==> config.mk <==
export PLATFORM = sky130hd
export DESIGN_NAME = fetch_queue
export DESIGN_NICKNAME = d
export VERILOG_FILES = /design/src/rtl/fetch_queue.sv
export SDC_FILE = /design/constraint.sdc
export NUM_CORES = 1
export LEC_CHECK = 0
export CAP_MARGIN = 25
export CORE_MARGIN = 4
export CORE_UTILIZATION = 35
export DETAILED_ROUTE_END_ITERATION = 6
export PLACE_DENSITY_LB_ADDON = 0.08
export SLEW_MARGIN = 10
export SYNTH_ARGS = -nofsm -noshare
export SYNTH_HDL_FRONTEND = slang
export SYNTH_SLANG_ARGS = --single-unit
==> constraint.sdc <==
create_clock -name clk -period 2.9 [get_ports clk]
set_input_delay 0.58 -clock clk [delete_from_list [all_inputs] [get_ports clk]]
set_output_delay 0.58 -clock clk [all_outputs]
set_load 0.02 [all_outputs]
==> src/rtl/fetch_queue.sv <==
// Fetch stage: drives I-cache PCs and buffers returned instructions
// in a small FIFO drained by decode; redirects flush and restart fetch.
module fetch_queue #(
   parameter int ADDR_WIDTH = 26,
   parameter int DEPTH      = 4,
   parameter int RESET_PC   = 0
) (
   input  logic                      clk,
   input  logic                      rst_n,
   input  logic                      i_redirect_valid,
   input  logic [ADDR_WIDTH-1:0]     i_redirect_pc,
   output logic [ADDR_WIDTH-1:0]     o_pc_current,
   output logic [ADDR_WIDTH-1:0]     o_pc_next,
   input  logic                      i_cache_valid,
   input  logic [31:0]               i_cache_data,
   output logic                      o_inst_valid,
   output logic [31:0]               o_inst_data,
   output logic [ADDR_WIDTH-1:0]     o_inst_pc,
   input  logic                      i_inst_ready,
   output logic [$clog2(DEPTH):0]    o_count
);

   localparam int PW = $clog2(DEPTH);
   localparam logic [ADDR_WIDTH-1:0] RST_RAW = ADDR_WIDTH'(RESET_PC);
   localparam logic [PW:0] FULL_CNT = (PW+1)'(DEPTH);

   logic [ADDR_WIDTH-1:0] pc_q, pc_d, pc_inc;
   logic [PW-1:0]         rd_ptr_q, wr_ptr_q;
   logic [PW:0]           count_q, count_d;
   logic [31:0]           mem_data_q [DEPTH];
   logic [ADDR_WIDTH-1:0] mem_pc_q   [DEPTH];
   logic                  full, push, pop;

   assign full = (count_q == FULL_CNT);
   // Decode ready never feeds push, so a full queue stalls fetch
   // even when the head drains in the same cycle.
   assign push = i_cache_valid & ~full & ~i_redirect_valid;
   assign pop  = o_inst_valid & i_inst_ready & ~i_redirect_valid;

   assign pc_inc = pc_q + ADDR_WIDTH'(4);

   always_comb begin
      pc_d = pc_q;
      unique case (1'b1)
         i_redirect_valid: pc_d = {i_redirect_pc[ADDR_WIDTH-1:2], 2'b00};
         push:             pc_d = pc_inc;
         default:          pc_d = pc_q;
      endcase
   end

   always_comb begin
      count_d = count_q;
      if (i_redirect_valid) begin
         count_d = '0;
      end else if (push && !pop) begin
         count_d = count_q + 1'b1;
      end else if (pop && !push) begin
         count_d = count_q - 1'b1;
      end
   end

   always_ff @(posedge clk) begin
      if (!rst_n) begin
         pc_q     <= {RST_RAW[ADDR_WIDTH-1:2], 2'b00};
         rd_ptr_q <= '0;
         wr_ptr_q <= '0;
         count_q  <= '0;
      end else begin
         pc_q    <= pc_d;
         count_q <= count_d;
         if (i_redirect_valid) begin
            rd_ptr_q <= '0;
            wr_ptr_q <= '0;
         end else begin
            if (push) wr_ptr_q <= wr_ptr_q + 1'b1;
            if (pop)  rd_ptr_q <= rd_ptr_q + 1'b1;
         end
      end
   end

   always_ff @(posedge clk) begin
      if (rst_n && push) begin
         mem_data_q[wr_ptr_q] <= i_cache_data;
         mem_pc_q[wr_ptr_q]   <= pc_q;
      end
   end

   assign o_pc_current = pc_q;
   assign o_pc_next    = pc_d;
   assign o_inst_valid = (count_q != '0);
   assign o_inst_data  = mem_data_q[rd_ptr_q];
   assign o_inst_pc    = mem_pc_q[rd_ptr_q];
   assign o_count      = count_q;

endmodule

# --- After elaboration in Yosys (flattened, before gate mapping) ---
# Memories as Yosys holds them, arrays and structs flattened. A register that Yosys moved wholly into a read port is not among the register bits.
# Index checks and enable logic that the tools add are counted.
totals:
  regBits: 33
  ram_bits: 232
  in_bits: 63
  mem_count: 2
classes:
  n_addsub: 5
  n_eq_ne: 1
  mux: 9
  n_bitwise: 7
  reduce_logical: 8
mem_list:
  columns: ["name", "depth", "word_bits", "read_ports", "rd_clocked_by_memory_dff", "wr", "line_no", "rtl"]
  rows:
  - ["mem_data_q", 4, 32, 1, 1, 1, "30", "logic [31:0] mem_data_q [DEPTH];"]
  - ["mem_pc_q", 4, 26, 1, 1, 1, "31", "logic [ADDR_WIDTH-1:0] mem_pc_q [DEPTH];"]
ops:
  columns: ["op", "n"]
  rows:
  - ["$pmux W26 S2", 1]
  - ["$add A26 B3 Y26 const B", 1]
  - ["$mux W2", 4]
  - ["$mux W3", 2]
  - ["$add A2 B1 Y2 const B", 2]
  - ["$and A1 B1 Y1", 4]
  - ["$add A3 B1 Y3 const B", 1]
  - ["$eq A3 B3 Y1 const B", 1]
  - ["$logic_and A1 B1 Y1", 3]
  - ["$not A1 Y1", 3]
  - ["$reduce_bool A3 Y1", 1]
  - ["$sub A3 B1 Y3 const B", 1]
  - ["$logic_not A1 Y1", 2]
  - ["$mux W1", 2]
  - ["$reduce_bool A2 Y1", 1]
  - ["$reduce_or A2 Y1", 1]

# --- Logic depth before layout (Yosys ltp) ---
logic_depth:
  word_depth: 8
  ltp_mapped: 10
  mapped_depth_nobuf: 8

# --- Worst setup path before layout ---
# Ideal clock, no wire load.
synth_timing:
  path_kind: "input-to-reg"
  from: "input i_redirect_valid"
  to: "memory mem_data_q[0][0], enable pin"
  setup_ns: 0.422
  t_arrival_ns: 2.535
  setup_slack_ns: -0.057
  path_stages: 4
  n_path_buf: 2
  cell_sequence: "buf_2 -> buf_1 -> nor2_1 -> and3_1"
synth_via:
  elab_chain_len: 5
synth_rtl:
  columns: ["item", "line_no", "rtl"]
  rows:
  - ["from (decl)", "10", "input logic i_redirect_valid,"]
  - ["$not A1 Y1", "37", "assign push = i_cache_valid & ~full & ~i_redirect_valid;"]
  - ["$and A1 B1 Y1", "37", null]
  - ["$logic_and A1 B1 Y1", "82", "if (rst_n && push) begin"]
  - ["$mux W1", "82", null]
  - ["$mux W1 (implied by the code)", "83", "mem_data_q[wr_ptr_q] <= i_cache_data;"]
  - ["to (decl)", "30", null]
# Every way passes these cells.

# --- Worst setup path after layout ---
layout_timing:
  from: "register pc_q[10] (netlist: o_pc_current[10])"
  to: "output o_pc_next[17]"
layout_via:
  elab_chain_len: 2
layout_rtl:
  columns: ["item", "line_no", "rtl"]
  rows:
  - ["from (decl)", "27", "logic [ADDR_WIDTH-1:0] pc_q, pc_d, pc_inc;"]
  - ["from (signal assigned)", "64", "pc_q <= {RST_RAW[ADDR_WIDTH-1:2], 2'b00};"]
  - ["from (signal assigned)", "69", "pc_q <= pc_d;"]
  - ["$add A26 B3 Y26", "40", "assign pc_inc = pc_q + ADDR_WIDTH'(4);"]
  - ["$pmux W26 S2", "44", "unique case (1'b1)"]
  - ["to (decl)", "13", "output logic [ADDR_WIDTH-1:0] o_pc_next,"]
# Every way passes these cells.

==> impl_results.md <==
* Status: completed
* Setup violations, final at 0
* Met2 Track Usage GR at 0.2621
* CTS sink count at 267
* Antenna Cells at 0
* Synth Register Bits at 267
* Setup WS post-layout at 0.08207 ns
* WL/cell at 20.82 um
* Place WS at -0.5311 ns
* First-pass GRT wire length at approximately 41 mm
* Global Route Usage Sum at 0.1565
* Critical Path End Type: output port
* I/O pin total at around 180
* Post-synthesis cell count at between 500 and 600
* Arr. time, crit path at ~2.2 ns
* Ys async rst share at 0
* Worst path top cell family by delay: simple AND/OR/NAND/NOR gates
* Fmax at 0.3549 GHz
* Die Wd at 181.2 um
* DRC violations left at 0
* Share of layout cells above drive strength 1 at 0.3055
* Syn Nets at approximately 640
* Hold_buf cts at 0
* Worst Tran Pin Value at 0.4115 ns
* Worst VDD drop at 363.2 uV
* Clk Latency, worst-skew pair at 0.53 ns
* Final Hold Vio Count at 0
* PortBufs at approximately 170
* Crit Path Category: reg -> out
* Initial DRC Count at 288
* Initial antenna violation count at 1
* Detailed Routing Iterations Pass 1 at 4
* CP Cell Sequence: nand4_4, or3_4, buf_4, o311ai_4, nand2_1, clkbuf_2
* Nets at 909
* Die area at 32840 um2
* Clk root buf: clkbuf_16
* GR Util met1 at 0.2125
* Post-Route WL at 26.04 mm
* Max Cap Viol at 0
* Vias in the first global route at roughly 7000
* Biggest cell delay along the critical path at 0.44 ns
* Via count at 6270
* Met3 Usage GRT at 0.03523
* CORE AREA at 29640 um2
* CTS Buffer Depth at 3
* Die H at 181.2 um
* Leak at 5.035 nW
* CTS tree: yes
* Cell Pwr Density at between 500 and 600 nW/um2
* Main flop type after synthesis: edfxtp_1
* Placer Congestion at a little over 0.8
* H-tree levels at 1
* Final Max Slew Viols at 0
* Power consumption at 0.008638 W
* Crit Path Max Fanout at 6
* Number of enable flip-flop cells after synthesis at 232
* Synth cell types at 50
* Hold Path Class: in -> reg
* Global route total overflow at 0
* Min cycle time layout at between 2 and 3 ns
* # rows at 63
* Number of synthesis warnings at 0
* Post-Syn Area at 10500 um2
* Vias/cell at around 5
* Worst-path clk slew at 0.06 ns
* Slew headroom at 0.7253
* DP HPWL at between 15 and 20 mm
* Pin count of the biggest net entering global routing at 41
* CTS Buf Count at 28
* Clock skew at 0.01194 ns
* RSZ-0062 raised after global routing: true
* Avg Synthesized Cell Area at ~18 um2
* Final period util at 0.9717
* Starting Density at 0.3543
* Synth-to-layout area growth at 39.38%
* Gr busiest metal: met2
* Crit path buffers/inverters at 2
* Register area share after synthesis at 0.7302
* Slowest stage cell, crit path: or3_4
* Req. time, crit path at 2.32 ns
* Final antenna-violating net count at 0
* Critical Path Start Type: register
==> report_power, final <==
part	switching (W)	total, W	internal (W)
Combinational	0.000399	0.000747	0.000348
Clock	0.00141	0.00360	0.00219
Sequential	0.0000442	0.00429	0.00424
Total	0.00185	0.00864	0.00679
==> per-stage QoR <==
| stage | utilization | setup TNS [ns] | hold WS [ns] | std cells | instance area [um2] |
|---|---|---|---|---|---|
| floorplan | - | 0 | 0.4847 | 568 | 10510 |
| global placement | 0.4527 | -7.688 | 0.5078 | 1184 | 13420 |
| detailed placement | 0.4527 | -8.039 | 0.5180 | 1184 | 13420 |
| CTS | 0.4894 | -0.09493 | 0.5239 | 1242 | 14510 |
| global route | 0.4938 | -0.01061 | 0.5047 | 1251 | 14640 |
| finish | 0.4938 | 0 | 0.4800 | 1251 | 14640 |
==> worst paths after layout <==
check             cells after the start  slack (ns)          endpoint             start
setup / recovery                      6        0.08     o_pc_next[17]  o_pc_current[10]
hold / removal                        3        0.48  o_pc_current[22]  i_redirect_valid
setup reg to reg                      9        0.50        o_count[2]        o_count[0]
hold reg to reg                       2        0.52          register       rd_ptr_q[1]
==> worst register-to-register path, delay by kind of cell (launching register included) <==
family          cells  cell delay (ns)
compound gates      1             0.15
xor+xnor            1             0.18
fa+ha+maj           2             0.58
buf+inv             2             0.22
flops               1             0.35
simple gates        3             0.86
==> synth_stat cells, drive strengths merged, types with 2 or more instances <==
cell    count  area share
nor4b       2      0.0017
edfxtp    232        0.66
nand2b      2      0.0012
mux4       58        0.12
and3        9      0.0054
nor2b       7      0.0042
xnor2       9      0.0075
a21oi      20      0.0095
buf        13      0.0064
a22oi       2      0.0014
or3         5      0.0030
nor4        9      0.0054
inv         7      0.0025
a31oi       6      0.0036
o311ai      3      0.0025
a211oi     10      0.0071
o21ai       3      0.0014
a32oi       4      0.0033
mux2i       4      0.0038
nand4      12      0.0098
nor2       30       0.011
a311oi      5      0.0042
nand2      16      0.0057
clkbuf     15      0.0054
nor3        8      0.0043
ha          6      0.0071
nand3      14      0.0067
o41ai       2      0.0042
dfxtp      35       0.067
xor2        6      0.0050
==> flip-flops by register name (all words and copies together) (netlist names), named ones only <==
| name | flops |
|---|---|
| mem_data_q | 128 |
| mem_pc_q | 104 |
| rd_ptr_q | 2 |
| wr_ptr_q | 2 |
| o_pc_current | 26 |
| o_count | 3 |
==> cell families after synthesis <==
kind of cell / synth area share
AO/OA/AOI/OAI: 0.04147
XOR/XNOR: 0.01251
adder cells (fa/ha/maj): 0.009056
buffers and inverters: 0.01466
flip-flops: 0.7302
multiplexers: 0.1282
AND/OR/NAND/NOR: 0.06387
==> cell usage in the layout (no fill, tap or decap), types with 13 or more instances in the layout <==
cell / instances
clkdlybuf4s50_1: 90
dlygate4sd2_1: 53
nand2_1: 15
buf_12: 13
nor2_1: 29
a21oi_1: 20
edfxtp_1: 232
buf_4: 82
clkbuf_16: 29
dfxtp_1: 23
mux4_2: 58
==> layer usage <==
layer	wire [um]	share of wire
met2	12770	0.49
met3	1662	0.064
met5	0	0
met4	365	0.014
met1	11240	0.43
==> area by class of cell <==
class / instances / area, um2
repair buffers: 269 / 2599
flip-flops and latches: 267 / 7690
multi-input cells: 265 / 2873
clock buffers: 36 / 792.0
well taps: 390 / 488.0
clock inverters: 16 / 163.9
inverters: 8 / 30.03
fillers: 2564 / 15000
==> what timing repair did <==
action	4_1_cts	5_1_grt
setup buffers	5	9
setup endpoints to repair	81	32
resized for setup	129	44
pin swaps	1	13
cloned	1	0
Power figures use the tool's default switching activity.
